--- src/rtl/mem_pkg.sv ---
// ---------------------------------------------------------------------------
// mem_pkg
//   Shared definitions for the CPU memory port: access-size codes, the
//   arbiter FSM state encoding and the alignment rule. The LSU uses the
//   same align_ok() so both sides reject exactly the same accesses.
// ---------------------------------------------------------------------------
package mem_pkg;

    localparam logic [1:0] SIZE_BYTE = 2'b00;
    localparam logic [1:0] SIZE_HALF = 2'b01;
    localparam logic [1:0] SIZE_WORD = 2'b10;
    localparam logic [1:0] SIZE_ILL  = 2'b11;

    typedef logic [1:0] state_t;

    localparam state_t ST_IDLE   = 2'd0;
    localparam state_t ST_ACCESS = 2'd1;
    localparam state_t ST_WAIT   = 2'd2;
    localparam state_t ST_RESP   = 2'd3;

    // True when an access of 'size' at an address ending in 'addr_lo' is legal.
    function automatic logic align_ok(input logic [1:0] size, input logic [1:0] addr_lo);
        logic ok;
        case (size)
            SIZE_BYTE: ok = 1'b1;
            SIZE_HALF: ok = ~addr_lo[0];
            SIZE_WORD: ok = (addr_lo == 2'b00);
            default:   ok = 1'b0;
        endcase
        return ok;
    endfunction

endpackage

--- src/rtl/rr_arb2.sv ---
// ---------------------------------------------------------------------------
// rr_arb2
//   Two-way round-robin picker, purely combinational.
//   req  : request vector, bit i = port i wants the resource
//   last : index of the port served most recently
//   gnt  : one-hot winner, 00 when nobody requests
// On contention the port that was not served last wins.
// ---------------------------------------------------------------------------
module rr_arb2 (
    input  logic [1:0] req,
    input  logic       last,
    output logic [1:0] gnt
);

    always_comb begin
        gnt = 2'b00;
        case (req)
            2'b01:   gnt = 2'b01;
            2'b10:   gnt = 2'b10;
            2'b11:   gnt = last ? 2'b01 : 2'b10;
            default: gnt = 2'b00;
        endcase
    end

endmodule

--- src/rtl/mem_port_arbiter.sv ---
// ---------------------------------------------------------------------------
// mem_port_arbiter
//   Shares the single CPU memory port between port 0 (CPU core) and port 1
//   (loader/debug master). One transaction at a time, round-robin between
//   ports, fixed read latency, misaligned/illegal accesses rejected before
//   they reach memory.
//
//   clk, reset          : clock (rising edge), async active-low reset
//   req/we[1:0]         : per-port request (held until done) and store flag
//   size0/1, addr0/1,
//   wdata0/1            : per-port access fields
//   gnt[1:0]            : one-hot current owner, 00 when idle
//   done[1:0]           : one-cycle completion pulse to the owner
//   err                 : with done, 1 = access rejected, memory untouched
//   rdata               : load data, updated only by successful loads
//   mem_clk             : memory write strobe, one cycle per store
//   mem_size/addr/wdata : access presented to memory
//   mem_rdata           : load data returned by memory
//
//   state  | meaning
//   -------+-----------------------------------------------------------
//   IDLE   | no owner; pick a winner and latch its fields onto mem_*
//   ACCESS | alignment check; stores strobe mem_clk here
//   WAIT   | load in flight, lat_cnt counts down to data capture
//   RESP   | done pulse to owner, owner becomes 'last', release gnt
// ---------------------------------------------------------------------------
module mem_port_arbiter
    import mem_pkg::*;
#(
    parameter int READ_LAT = 1,
    parameter int AW       = 32,
    parameter int DW       = 32
) (
    input  logic          clk,
    input  logic          reset,
    input  logic [1:0]    req,
    input  logic [1:0]    we,
    input  logic [1:0]    size0,
    input  logic [1:0]    size1,
    input  logic [AW-1:0] addr0,
    input  logic [AW-1:0] addr1,
    input  logic [DW-1:0] wdata0,
    input  logic [DW-1:0] wdata1,
    output logic [1:0]    gnt,
    output logic [1:0]    done,
    output logic          err,
    output logic [DW-1:0] rdata,
    output logic          mem_clk,
    output logic [1:0]    mem_size,
    output logic [AW-1:0] mem_addr,
    output logic [DW-1:0] mem_wdata,
    input  logic [DW-1:0] mem_rdata
);

    // WAIT spends READ_LAT cycles: lat_cnt runs READ_LAT-1 .. 0.
    localparam logic [3:0] LAT_M1 = 4'(READ_LAT - 1);

    state_t        state_q,     state_d;
    logic [1:0]    gnt_q,       gnt_d;
    logic          err_q,       err_d;
    logic [DW-1:0] rdata_q,     rdata_d;
    logic [1:0]    mem_size_q,  mem_size_d;
    logic [AW-1:0] mem_addr_q,  mem_addr_d;
    logic [DW-1:0] mem_wdata_q, mem_wdata_d;
    logic          we_q,        we_d;
    logic [3:0]    lat_cnt_q,   lat_cnt_d;
    logic          last_q,      last_d;

    logic [1:0]    pick;
    logic          acc_ok;

    rr_arb2 u_arb (
        .req  (req),
        .last (last_q),
        .gnt  (pick)
    );

    assign acc_ok = align_ok(mem_size_q, mem_addr_q[1:0]);

    always_comb begin
        state_d     = state_q;
        gnt_d       = gnt_q;
        err_d       = err_q;
        rdata_d     = rdata_q;
        mem_size_d  = mem_size_q;
        mem_addr_d  = mem_addr_q;
        mem_wdata_d = mem_wdata_q;
        we_d        = we_q;
        lat_cnt_d   = lat_cnt_q;
        last_d      = last_q;

        case (state_q)
            ST_IDLE: begin
                if (|req) begin
                    gnt_d       = pick;
                    mem_size_d  = pick[1] ? size1  : size0;
                    mem_addr_d  = pick[1] ? addr1  : addr0;
                    mem_wdata_d = pick[1] ? wdata1 : wdata0;
                    we_d        = pick[1] ? we[1]  : we[0];
                    state_d     = ST_ACCESS;
                end
            end
            ST_ACCESS: begin
                if (!acc_ok) begin
                    err_d   = 1'b1;
                    state_d = ST_RESP;
                end else if (we_q) begin
                    err_d   = 1'b0;
                    state_d = ST_RESP;
                end else begin
                    err_d     = 1'b0;
                    lat_cnt_d = LAT_M1;
                    state_d   = ST_WAIT;
                end
            end
            ST_WAIT: begin
                if (lat_cnt_q == 4'd0) begin
                    rdata_d = mem_rdata;
                    state_d = ST_RESP;
                end else begin
                    lat_cnt_d = lat_cnt_q - 4'd1;
                end
            end
            ST_RESP: begin
                last_d  = gnt_q[1];
                gnt_d   = 2'b00;
                state_d = ST_IDLE;
            end
            default: state_d = ST_IDLE;
        endcase
    end

    always_ff @(posedge clk or negedge reset) begin
        if (!reset) begin
            state_q     <= ST_IDLE;
            gnt_q       <= 2'b00;
            err_q       <= 1'b0;
            rdata_q     <= '0;
            mem_size_q  <= 2'b00;
            mem_addr_q  <= '0;
            mem_wdata_q <= '0;
            we_q        <= 1'b0;
            lat_cnt_q   <= 4'd0;
            last_q      <= 1'b1;
        end else begin
            state_q     <= state_d;
            gnt_q       <= gnt_d;
            err_q       <= err_d;
            rdata_q     <= rdata_d;
            mem_size_q  <= mem_size_d;
            mem_addr_q  <= mem_addr_d;
            mem_wdata_q <= mem_wdata_d;
            we_q        <= we_d;
            lat_cnt_q   <= lat_cnt_d;
            last_q      <= last_d;
        end
    end

    // Strobe and done decode straight from the state flops, so an async
    // reset kills both in the same instant it returns the FSM to IDLE.
    assign mem_clk   = (state_q == ST_ACCESS) && we_q && acc_ok;
    assign done      = (state_q == ST_RESP) ? gnt_q : 2'b00;
    assign gnt       = gnt_q;
    assign err       = err_q;
    assign rdata     = rdata_q;
    assign mem_size  = mem_size_q;
    assign mem_addr  = mem_addr_q;
    assign mem_wdata = mem_wdata_q;

endmodule
--- config.mk ---
export PLATFORM = sky130hd
export DESIGN_NAME = mem_port_arbiter
export DESIGN_NICKNAME = d
export VERILOG_FILES = /design/src/rtl/mem_pkg.sv /design/src/rtl/rr_arb2.sv /design/src/rtl/mem_port_arbiter.sv
export SDC_FILE = /design/constraint.sdc
export NUM_CORES = 1
export LEC_CHECK = 0
export ABC_AREA = 1
export CORE_MARGIN = 3
export CORE_UTILIZATION = 39
export CTS_CLUSTER_SIZE = 25
export DETAILED_ROUTE_END_ITERATION = 8
export GPL_TIMING_DRIVEN = 0
export MAX_ROUTING_LAYER = met4
export PLACE_DENSITY = 0.81
export SLEW_MARGIN = 10
export SYNTH_ARGS = -nofsm -noshare
export SYNTH_HDL_FRONTEND = slang
export SYNTH_SLANG_ARGS = --single-unit
--- constraint.sdc ---
create_clock -name clk -period 1.7 [get_ports clk]
set_input_delay 0.255 -clock clk [delete_from_list [all_inputs] [get_ports clk]]
set_output_delay 0.255 -clock clk [all_outputs]
set_load 0.1 [all_outputs]
== Word level (Yosys, flattened, before mapping) ==
Index checks and enable logic that the tools add are counted.
Widths: inputs -> output; s select.
Storage, ports and cells
  memories kept: 0
  bits in writable memories: 0
  output and inout bits: 104
  input port bits: 170
  bits in read-only memories: 0
  word-level logic and storage cells: 59
  bits in latches: 0
  bits in registers: 109
Cells by class
  equality and inequality tests: 13
  div/mod/pow operators: 0
  multipliers: 0
  magnitude comparators: 0
  muxes and demuxes: 20
  bitwise operators: 1
  shifts and indexed selects: 0
  add/subtract/negate cells: 1
  reductions and logical operators: 14
Operators with widths (number)
  $mux 32: 2
  $mux 2: 6
  $mux 4: 3
  $eq 2x2->1 const B: 5
  $ne 2x2->1 const B: 5
  $pmux 2 s4: 1
  $pmux 4 s2: 1
  $reduce_and 2->1: 4
  $eq 2x1->1 const B: 3
  $logic_not 2->1: 3
  $pmux 2 s3: 1
  $logic_not 4->1: 1
  $mux 1: 4
  $pmux 2 s2: 1
  $reduce_and 4->1: 1
  $reduce_bool 2->1: 2
  $sub 4x1->4 const B: 1
  $pmux 1 s3: 1
  $logic_and 1x1->1: 2
  $reduce_or 2->1: 1
  $not 1->1: 1

== Depth between registers and ports, before layout ==
  depth in word-level cells: 4
  gate-level depth with buffers: 9
  depth with buffers taken out: 8

== Cells and area by module ==
From an unflattened synthesis, not the netlist that was laid out.
Unflattened totals
  cell total of the unflattened synthesis: 602
  area total of the unflattened synthesis: 4971.0 µm²
By module, submodules not included
  mem_port_arbiter: instances 1, area each 4949.7 µm², sequential area each 2728.9 µm², cells an instance 597
  rr_arb2: instances 1, area each 21.3 µm², sequential area each 0.0 µm², cells an instance 5

== Worst setup path before layout ==
No wires, ideal clock.
  path kind: register to output
  start point: register mem_addr_q[0] (netlist: mem_addr[0])
  end point: output port mem_clk
  path slack: -1060 ps
  data arrival time: 2505 ps
  data required time: 1445 ps
  path buffers: 0
  cell stages (with the launch flop): 4
  path through: dfrtp_1 -> nor2_1 -> nand2_1 -> a21oi_1
Between the ends
  word-level cells in the longest chain between the ends: 3
  elaborated cells on any way between the ends: 4
  classes of those cells: mux: 1; bitwise: 1; reduce/logical: 2
RTL lines
  start, declared: line mem_port_arbiter.sv:63  | logic [AW-1:0] mem_addr_q, mem_addr_d;
  start signal, assigned: line mem_port_arbiter.sv:151  | mem_addr_q <= mem_addr_d;
  $logic_not 2->1 / $not 1->1 (equally long branches): line mem_pkg.sv:27, mem_pkg.sv:26
  $pmux 1 s3 *: line mem_pkg.sv:24  | case (size)
  $logic_and 1x1->1 *: line mem_port_arbiter.sv:161  | assign mem_clk = (state_q == ST_ACCESS) && we_q && acc_ok;
  end, declared: line mem_port_arbiter.sv:48  | output logic mem_clk,
Every way passes the cells marked *; elsewhere a longest branch is shown, timed or not.

== Worst setup path after layout ==
  start point: register state_q[1]
  end point: output port mem_clk
Between the ends
  word-level cells in the longest chain between the ends: 3
RTL lines
  start, declared: line mem_port_arbiter.sv:58  | state_t state_q, state_d;
  start signal, assigned: line mem_port_arbiter.sv:146  | state_q <= state_d;
  $eq 2x1->1: line mem_port_arbiter.sv:161
  $logic_and 1x1->1 (2 in a row): line mem_port_arbiter.sv:161
No other way between the ends.

==> flow_summary.json <==
{
  "grt_antenna_before_repair": 1,
  "first_global_vias": 5279,
  "htreeDepth": 3,
  "synth_nets": 772,
  "max_stage_delay_ns": 0.42,
  "path_cells": "inv_2 > ha_4 > nand2_4 > a21oi_4 > buf_12",
  "routedWlPerCell_microns": 16.5,
  "drt_iter0_markers": 316,
  "fin_ws_ns": -0.0257,
  "critPathBufInv": 2,
  "grt_setup_unrepaired": "yes",
  "synth_cell_type_count": 23,
  "final_cell_mix": "clkdlybuf4s50_1, nand2_1, o21ai_0",
  "drtPass1Iterations": 4,
  "dieArea_sq_um": 14000,
  "regArea_sq_um": 2730,
  "cts_buffer_depth": 2,
  "area_growth_pct": 71.8,
  "muxShareOfSynthArea_pct": 0,
  "violations": "setup timing",
  "synth_top_family_by_area": "compound AO/OA/AOI/OAI gates",
  "dr_total_vias": 5185,
  "nFillCells": 995,
  "worstReg2RegStart": "state_q[1]$_DFFE_PN0P_",
  "ant_nets": 0,
  "relSlewSlack_pct": 59.6,
  "die_w_microns": 118,
  "synth_adder_area_share_pct": 1.78,
  "path_class": "reg -> out",
  "critPathLaunchType": "flip-flop",
  "port_buffers": 273,
  "yosys.area_share.simple_pct": 17.2,
  "synth-seq-cells": 109,
  "synth-xor-area-share_pct": 0,
  "via_per_inst": 4.89,
  "setup_viol": 1,
  "fin_crit_sh_pct": 102,
  "reg2regPathDepth": 8,
  "run_status": "finished with violations",
  "worstHoldPathType": "in -> async",
  "routed_wl_microns": 17500,
  "grt_overflow_total": 0,
  "rrSetupSlack_ns": 0.07,
  "dp.cells": 1037,
  "final_common_cell": "clkdlybuf4s50_1",
  "cp_data_required_time_ns": 1.44,
  "cts_root_buf": "clkbuf_16",
  "die_y_microns": 118,
  "cp.arrival_ns": 1.47,
  "netlist_instances": 595,
  "start_util_pct": 40.4,
  "syn_area_sq_um": 4910,
  "maxCapViolCount": 0,
  "final_nets": 1064,
  "place_congestion": 0.831,
  "crit_start": "state_q[1]$_DFFE_PN0P_",
  "cp_max_fo": 5,
  "grt_first_pass_wirelength_microns": 26800,
  "syn_area_per_cell_sq_um": 8.26,
  "cts_buffers": 9,
  "path_delay_family": "flip-flops",
  "drc_errors": 0,
  "io_pins": 274,
  "cts_sinks": 109,
  "cts_tree": "yes",
  "slew_viol_final": 0,
  "grt.total_usage_pct": 25.2,
  "yosysWarnings": 0,
  "finalHoldViolCount": 0,
  "clkTransAtPathRegs_ns": 0.07,
  "detailedPlace.worstSlack_ns": -0.784,
  "tightest_slew_ns": 0.608,
  "endpoint_kind": "output pin",
  "crit_slowest_cell": "dfrtp_1",
  "r2r-end": "mem_addr[26]$_DFFE_PN0P_",
  "placement_rows": 40,
  "skew_ns": 0.00742,
  "synth_compound_area_share_pct": 18.1,
  "period_minus_slack_ns": 1.73,
  "seq_area_frac_synth_pct": 55.5,
  "multi_input_area_sq_um": 1860,
  "core-area_sq_um": 12200,
  "insertion_delay_ns": 0.35,
  "grt_max_degree": 90,
  "utilization_pct": 69.4,
  "dp_hpwl_microns": 13100,
  "fmax_ghz": 0.579,
  "drive_gt1_share_pct": 18.6,
  "layout.cells.non_filler": 1061
}
-- worst max path at each step --
stage                                    end  cells after the start
after global placement    gnt[0]$_DFFE_PN0P_                      1
after global routing                 mem_clk                      5
final                                mem_clk                      5
after CTS                            mem_clk                      5
after detailed placement             mem_clk                      5
after floorplan                      mem_clk                      3
-- final cells by class --
class                      count  share of cell area (%)
antenna                        1                  0.0296
inverter                      51                    2.27
sequential                   109                    32.4
buffer                        34                    2.34
clock inverter                 4                   0.578
clock buffer                  12                    2.80
timing repair buffer         281                    35.1
tap                          168                    2.49
multi-input combinational    401                    22.0
-- per-stage QoR --
| step | TNS, ns | hold WS (ns) | instance area (sq um) |
|---|---|---|---|
| 6_report | -0.0257 | 0.322 | 8440 |
| 2_1_floorplan | -0.199 | -0.0406 | 4930 |
| 3_5_place_dp | -10.87 | 0.119 | 7900 |
| 4_1_cts | -0.0984 | 0.318 | 8350 |
| 3_3_place_gp | -437.35 | 0.452 | 7870 |
| 5_1_grt | -0.869 | 0.349 | 8440 |
-- Yosys cell counts --
library cell	number	area share, %
nand2_1	133	10
o21ai_0	109	11
dfrtp_1	108	55
nor2_1	75	5.7
o21ai_1	58	5.9
inv_1	49	3.7
buf_2	14	1.4
clkbuf_1	14	1.1
ha_1	7	1.8
buf_4	5	0.76
o22ai_1	5	0.64
nand3_1	4	0.41
a21oi_1	3	0.31
inv_2	2	0.15
a21boi_0	1	0.15
buf_6	1	0.23
dfstp_2	1	0.53
nand2_2	1	0.13
nand3_2	1	0.20
nor2_2	1	0.13
nor2_4	1	0.23
nor3_1	1	0.10
or2_2	1	0.13
-- sequential cells by signal (all words and copies together) (netlist names) --
register,count
err,1
we_q,1
state_q,2
gnt,2
rdata,32
last_q,1
mem_wdata,32
lat_cnt_q,4
mem_size,2
mem_addr,32
-- layer usage --
metal  wire [microns]  vias to the layer above  track usage (%)
li1                 -                     2501                -
met1             6830                     2438             28.2
met2             8830                      212             43.0
met3             1280                       34             6.32
met4              527                        0             10.3
met5                0                        -                -
-- kinds of logic after synthesis --
kind of cell               Yosys count
AOI/OAI and AO/OA                  176
adders and majority gates            7
DFF                                109
and+or+nand+nor                    218
buffers and inverters               85
-- what timing repair did --
| item | in CTS | in global routing |
|---|---|---|
| pin swaps | 1 | 2 |
| hold endpoints to repair | 20 | 0 |
| gates cloned | 0 | 0 |
| hold buffers | 1 | 0 |
| setup buffers | 2 | 4 |
| gates resized for setup | 329 | 32 |
| setup endpoints to repair | 168 | 94 |
Power is left out: the tool's default activity adds up to more than one toggle a clock period on the data nets, which glitch-free logic cannot reach.
